===== src/rtl/event_counter_db.sv =====
// event_counter_db
//   Debounced push-button event counter. key_i[0] is synchronised and
//   debounced. Each accepted press latches the switch bank onto the LEDs and
//   steps an up/down counter. The counter wraps or saturates at its limits
//   (WRAP). The counter is shown on DIGITS active-low 7-segment hex digits,
//   and a sticky flag records any wrap or saturation event.
//
// Ports
//   clk100_i : 100 MHz clock, all state on the rising edge
//   key_i[1] : asynchronous active-low reset
//   key_i[0] : press button, active-low, asynchronous to clk100_i
//   sw_i     : switch bank, sampled on an accepted press
//   dir_i    : count direction (0 = up, 1 = down), sampled on an accepted press
//   ledr_o   : switch value latched at the last accepted press
//   hex_o    : digit k at [7k+6:7k], segments {g,f,e,d,c,b,a}, active-low
//   ovf_o    : sticky wrap/saturation flag, cleared only by reset
//   press_o  : one-cycle pulse per accepted press
module event_counter_db #(
  parameter int SW_W         = 14,
  parameter int DIGITS       = 2,
  parameter int SYNC_STAGES  = 2,
  parameter int DEBOUNCE_CYC = 500000,
  parameter int WRAP         = 1
) (
  input  logic                  clk100_i,
  input  logic [1:0]            key_i,
  input  logic [SW_W-1:0]       sw_i,
  input  logic                  dir_i,
  output logic [SW_W-1:0]       ledr_o,
  output logic [7*DIGITS-1:0]   hex_o,
  output logic                  ovf_o,
  output logic                  press_o
);

  localparam int CNT_W = 4 * DIGITS;
  localparam int DB_W  = $clog2(DEBOUNCE_CYC) + 1;
  localparam logic [DB_W-1:0] DB_LAST = DB_W'(DEBOUNCE_CYC - 1);

  logic                   rst_n;
  logic [SYNC_STAGES-1:0] sync_q;
  logic                   s;
  logic                   db_q;
  logic                   db_d1_q;
  logic [DB_W-1:0]        db_cnt_q;
  logic [CNT_W-1:0]       count_q;

  assign rst_n = key_i[1];

  // Synchroniser: released (1) on reset; s is the last stage.
  always_ff @(posedge clk100_i or negedge rst_n) begin
    if (!rst_n) begin
      sync_q <= '1;
    end else begin
      sync_q <= {sync_q[SYNC_STAGES-2:0], key_i[0]};
    end
  end

  assign s = sync_q[SYNC_STAGES-1];

  // Debounce: db follows s only after DEBOUNCE_CYC consecutive cycles of
  // disagreement. The counter restarts whenever s agrees with db again.
  always_ff @(posedge clk100_i or negedge rst_n) begin
    if (!rst_n) begin
      db_q     <= 1'b1;
      db_cnt_q <= '0;
    end else if (s == db_q) begin
      db_cnt_q <= '0;
    end else if (db_cnt_q == DB_LAST) begin
      db_q     <= s;
      db_cnt_q <= '0;
    end else begin
      db_cnt_q <= db_cnt_q + DB_W'(1);
    end
  end

  // Press detect: registered pulse on the cycle after db falls.
  always_ff @(posedge clk100_i or negedge rst_n) begin
    if (!rst_n) begin
      db_d1_q <= 1'b1;
      press_o <= 1'b0;
    end else begin
      db_d1_q <= db_q;
      press_o <= db_d1_q & ~db_q;
    end
  end

  // Counter, LED latch and sticky overflow, all stepped by press_o.
  always_ff @(posedge clk100_i or negedge rst_n) begin
    if (!rst_n) begin
      count_q <= '0;
      ledr_o  <= '0;
      ovf_o   <= 1'b0;
    end else if (press_o) begin
      ledr_o <= sw_i;
      if (!dir_i) begin
        if (count_q != '1) begin
          count_q <= count_q + CNT_W'(1);
        end else begin
          ovf_o <= 1'b1;
          if (WRAP != 0) count_q <= '0;
        end
      end else begin
        if (count_q != '0) begin
          count_q <= count_q - CNT_W'(1);
        end else begin
          ovf_o <= 1'b1;
          if (WRAP != 0) count_q <= '1;
        end
      end
    end
  end

  function automatic logic [6:0] seg7(input logic [3:0] n);
    logic [6:0] seg;
    case (n)
      4'h0: seg = 7'h40;
      4'h1: seg = 7'h79;
      4'h2: seg = 7'h24;
      4'h3: seg = 7'h30;
      4'h4: seg = 7'h19;
      4'h5: seg = 7'h12;
      4'h6: seg = 7'h02;
      4'h7: seg = 7'h78;
      4'h8: seg = 7'h00;
      4'h9: seg = 7'h10;
      4'hA: seg = 7'h08;
      4'hB: seg = 7'h03;
      4'hC: seg = 7'h46;
      4'hD: seg = 7'h21;
      4'hE: seg = 7'h06;
      default: seg = 7'h0E;
    endcase
    return seg;
  endfunction

  always_comb begin
    hex_o = '1;
    for (int unsigned k = 0; k < DIGITS; k++) begin
      hex_o[7*k +: 7] = seg7(count_q[4*k +: 4]);
    end
  end

endmodule


===== config.mk =====
export PLATFORM = sky130hd
export DESIGN_NAME = event_counter_db
export DESIGN_NICKNAME = d
export VERILOG_FILES = /design/src/rtl/event_counter_db.sv
export SDC_FILE = /design/constraint.sdc
export NUM_CORES = 1
export LEC_CHECK = 0
export BUFFER_PORTS_ARGS = -buffer_cell sky130_fd_sc_hd__buf_2
export CAP_MARGIN = 0
export CORE_MARGIN = 4
export CORE_UTILIZATION = 50
export CTS_BUF_LIST = sky130_fd_sc_hd__clkbuf_8 sky130_fd_sc_hd__clkbuf_16
export CTS_CLUSTER_SIZE = 28
export DETAILED_ROUTE_END_ITERATION = 7
export GPL_TIMING_DRIVEN = 0
export PLACE_DENSITY = 0.69
export SYNTH_ARGS = -nofsm -noshare
export SYNTH_HDL_FRONTEND = slang
export SYNTH_SLANG_ARGS = --single-unit

===== constraint.sdc =====
create_clock -name clk100_i -period 3.7 [get_ports clk100_i]
set_input_delay 1.11 -clock clk100_i [delete_from_list [all_inputs] [get_ports clk100_i]]
set_output_delay 1.11 -clock clk100_i [all_outputs]
set_load 0.03 [all_outputs]

---- Word-level counts from Yosys, hierarchy flattened ----
Memories as Yosys holds them, arrays and structs flattened.
Cells that the tools add are included.
storage, ports and cells
  register bits after elaboration ......... 48
  memory bits (read-only) ................. 224
  bits of input ports ..................... 18
  memory bits (writable) .................. 0
  latch bits .............................. 0
  word-level logic and storage cells ...... 32
  output and inout bits ................... 30
  memories kept ........................... 2
memory list
  memory           depth  bits a word  rd ports  clocked after Yosys merged registers in  write ports  RTL line  source
  (no name shown)  16     7            1         0                                        0            115       case (n)
  (no name shown)  16     7            1         0                                        0            115
cells by class
  div/mod/pow operators ................... 0
  muxes and demuxes ....................... 8
  equality and inequality tests ........... 5
  $mul .................................... 0
  reduce and logical (&&, ||, !) cells .... 3
  $add $sub $neg .......................... 3
  magnitude comparators ................... 0
  bitwise gates (word level) .............. 3
  shifts and indexed selects .............. 0
operators with widths
  kind                     count
  $mux W20                 2
  $mux W8                  3
  $add A20 B1 Y20 const B  1
  $eq A20 B19 Y1 const B   1
  $add A8 B1 Y8 const B    1
  $ne A8 B8 Y1 const B     1
  $reduce_bool A8 Y1       1
  $sub A8 B1 Y8 const B    1
  $ne A2 B2 Y1 const B     2
  $mux W1                  3
  $reduce_and A3 Y1        1
  $not A1 Y1               2
  $reduce_and A2 Y1        1
  $and A1 B1 Y1            1
  $eq A1 B1 Y1             1

---- Longest topological paths before layout ----
  word-level depth ........................ 3
  depth in mapped cells ................... 7
  depth with buffers taken out ............ 6

---- Worst setup path after synthesis ----
OpenSTA, ideal clock, no wires.
  kind .................................... register to output
  start ................................... register count_q[2]
  end ..................................... output port hex_o[4]
  arrival ................................. 1.904 ns
  stages on the path, launching flop included .. 6
  setup slack ............................. 0.686 ns
  buffers on the path ..................... 3
  required time ........................... 2.590 ns
  cells stage by stage .................... dfrtp_1 -> clkbuf_1 -> clkbuf_1 -> buf_1 -> o21ai_0 -> o21ai_0
between the ends
  word-level cells in the longest chain between the ends .. 1
ends and longest elaborated chain
  what                    RTL line  source
  start, declared         45        logic [CNT_W-1:0] count_q;
  start signal, assigned  97        count_q <= count_q + CNT_W'(1);
  start signal, assigned  104       count_q <= count_q - CNT_W'(1);
  $mem_v2 Z16 W7          --
  end, declared           30        output logic [7*DIGITS-1:0] hex_o,
Every way passes these cells.

---- Worst setup path in the final report ----
  start ................................... register count_q[2]
  end ..................................... output port hex_o[0]
Same word-level chain as after synthesis.

==> out/metrics.yaml <==
cts:
  insertion_delay_ns: 0.29
  cts_resized: 0
  cts_sinks: 48
  h-tree-depth: 2
  clk_path_buf_depth: 2
  clock-root-buffer: "clkbuf_8"
  cts_tree: "yes"
  post_cts_buffers: 0
  numCtsBuffers: 5
  cts.clk_slew.worst_paths_ns: 0.07
  cts_hold_buffers: 0
power_and_ir_drop:
  p_int_mw: 0.669
  p_per_area_nw_per_um2: 261
  seqPwrFrac: 0.623
  ir_drop_mv: 0.247
  switchingPower_mw: 0.186
  comb_power_share: 0.041
  leakage_nw: 1.55
  switching_share: 0.217
  pwr-share-clk: 0.336
final_layout:
  layout.cells.non_filler: 418
  layout_commonest_cell: "buf_2"
  layout_common_cells: "48 x buf_2, 44 x dfrtp_1, 21 x nor2_1"
  diodes: 0
  area_growth_pct: 14.0
  drive_above_1_share: 0.249
  nFillCells: 500
  fin_nets: 377
worst_setup_path:
  max_stage_delay_ns: 0.39
  cpMostUsedCell: "clkbuf_1"
  cp_slowest_cell: "buf_1"
  worstPathArrival_ns: 2.15
  cp.required_ns: 2.59
  cp_max_fo: 10
  cp-start-kind: "register"
  critPathCaptureType: "output pin"
  criticalPathCategory: "register to output pin"
  crit_chain: "clkbuf_1 -> clkbuf_1 -> buf_1 -> a211oi_1 -> a21oi_1 -> buf_2"
logic_synthesis:
  syn_area_um2: 2880
  synth_cell_type_count: 54
  syn-num-nets: 324
  synthArstFlopShare: 1.00
  synth_top_family_by_area: "simple AND/OR/NAND/NOR gates"
  synth_edf_count: 0
  ys.flop_type: "dfrtp_1"
  synth_fa_ha_area_frac: 0.0566
  synth_xor_xnor_area_share: 0.0426
  synth_seq_cells: 48
  synth-seq-area-share: 0.419
  yosys_warnings: 0
  synth_compound_area_frac: 0.161
  synthCells: 293
  synthSimpleGateAreaFrac: 0.191
  avgSynthCellArea_um2: 9.81
  synthMuxAreaShare: 0.0879
global_routing:
  grt_use_total: 0.175
  antenna_found_initial: 0
  grt_overflow: 0
  grt_max_degree: 49
  grt_pass1_wl_um: 10200
  grt_pass1_vias: 2176
floorplanning:
  die_x_um: 83.8
  die_area_um2: 7030
  num_io_pins: 48
  num_rows: 27
  die_y_um: 83.8
  start_util: 0.519
  coreArea_um2: 5540
drt:
  first_pass_iters: 4
  met1_length_um: 2930
  detail_route.wl_per_cell_um: 14.1
  vias: 2319
  wl_um: 5900
  routed.top_layer: "met4"
  via_per_inst: 5.55
  dr_wl_met2_um: 2590
  antenna_left: 0
  wl_met3_um: 308
  drc: 0
  drt-initial-drc-count: 189
min_path:
  hp-class: "register to register"
sta:
  post-route-min-period_ns: 3.26
  maxSlewHeadroom: 0.324
  post-route-period-util: 0.880
  rsz0062_at_grt: "false"
  finalClockSkew_ns: 0.00698
  fin_ws_ns: 0.444
  setup_viol: 0
  timing.final.max_slew_violations: 0
  clock.fmax_mhz: 307
  hold_viol: 0
  worstMarginPinSlew_ns: 1.01
  fin_setup_tns_ns: 0
run_status:
  status: "complete, no violations"
flow_run:
  drv_cap: 0
placed_design:
  routabilityCongestion: 0.832
  post-place-cells: 411
  place_ws_ns: 0.780
  dp_hpwl_um: 4360
  port_buffers: 46
==> final timing paths <==
path                                 start  cells past startpoint  slack [ns]         end
worst min-delay path             sync_q[0]                      0        0.36   sync_q[1]
worst max register to register  count_q[0]                      7        1.42  count_q[2]
worst min register to register   sync_q[0]                      0        0.36   sync_q[1]
max in group asynchronous         key_i[1]                      1        2.08  count_q[2]
worst max-delay path            count_q[2]                      6        0.44    hex_o[0]
min in group asynchronous         key_i[1]                      1        0.98  ledr_o[13]
==> synthesized netlist by cell type, types with 6 or more instances <==
library cell	instances	area (um^2)
clkbuf_1	11	41.3
nand4_1	6	37.5
xnor2_1	9	78.8
ha_1	13	163
inv_1	14	52.6
nand2_1	20	75.1
nand3_1	11	55.1
nor2_1	21	78.8
o21ai_0	14	70.1
dfrtp_1	44	1100
a21oi_1	11	55.1
mux2_2	16	180
nor4_1	7	43.8
==> cells by family after synthesis <==
kind of cell	count (synthesis)
AOI/OAI and AO/OA	65
muxes	22
DFF	48
buffers and inverters	31
adders and majority gates	13
xor gates and xnor gates	14
and+or+nand+nor	100
==> critical path, delay by kind of cell (launching register included) <==
family          cells  cell delay [ns]
buf+inv             4             1.26
flops               1             0.32
compound gates      2             0.28
==> state kept, by name, indices dropped and copies added, names as in the netlist <==
| signal | flops |
|---|---|
| db_cnt_q | 20 |
| count_q | 8 |
| ovf_o | 1 |
| db_q | 1 |
| press_o | 1 |
| ledr_o | 14 |
| sync_q | 2 |
| db_d1_q | 1 |
==> metal layers <==
layer | global-route usage | vias to the layer above
met5 | 0 | -
met3 | 0.0365 | 7
met2 | 0.268 | 53
li1 | - | 1181
met1 | 0.253 | 1078
met4 | 0.0424 | 0
==> layout make-up <==
type / count / area (um^2) / share of cell area
buffer: 17 / 66.3 / 0.0202
clock buffer: 5 / 68.8 / 0.0210
clock inverter: 2 / 12.5 / 0.00382
sequential: 48 / 1210 / 0.368
inverter: 14 / 52.6 / 0.0160
tap: 72 / 90.1 / 0.0275
multi-input combinational: 214 / 1550 / 0.473
timing repair buffer: 46 / 230 / 0.0703
==> through the flow <==
| step | util | hold WS, ns | total power [mW] | area [um^2] |
|---|---|---|---|---|
| global placement | 0.577 | 0.347 | 0.578 | 3200 |
| floorplan | - | 0.345 | 0.557 | 2880 |
| global route | 0.591 | 0.367 | 0.901 | 3280 |
| CTS | 0.591 | 0.360 | 0.872 | 3280 |
| detailed placement | 0.577 | 0.348 | 0.579 | 3200 |
| finish | 0.591 | 0.359 | 0.855 | 3280 |
==> power groups by stage <==
stage / clock, mW / combinational, mW / sequential (mW)
detailed placement: 0 / 0.0362 / 0.543
global placement: 0 / 0.0361 / 0.542
global route: 0.327 / 0.0410 / 0.533
finish: 0.287 / 0.0354 / 0.532
CTS: 0.303 / 0.0363 / 0.532
floorplan: 0 / 0.0148 / 0.542
No activity file was read; power rests on OpenSTA's default activity.
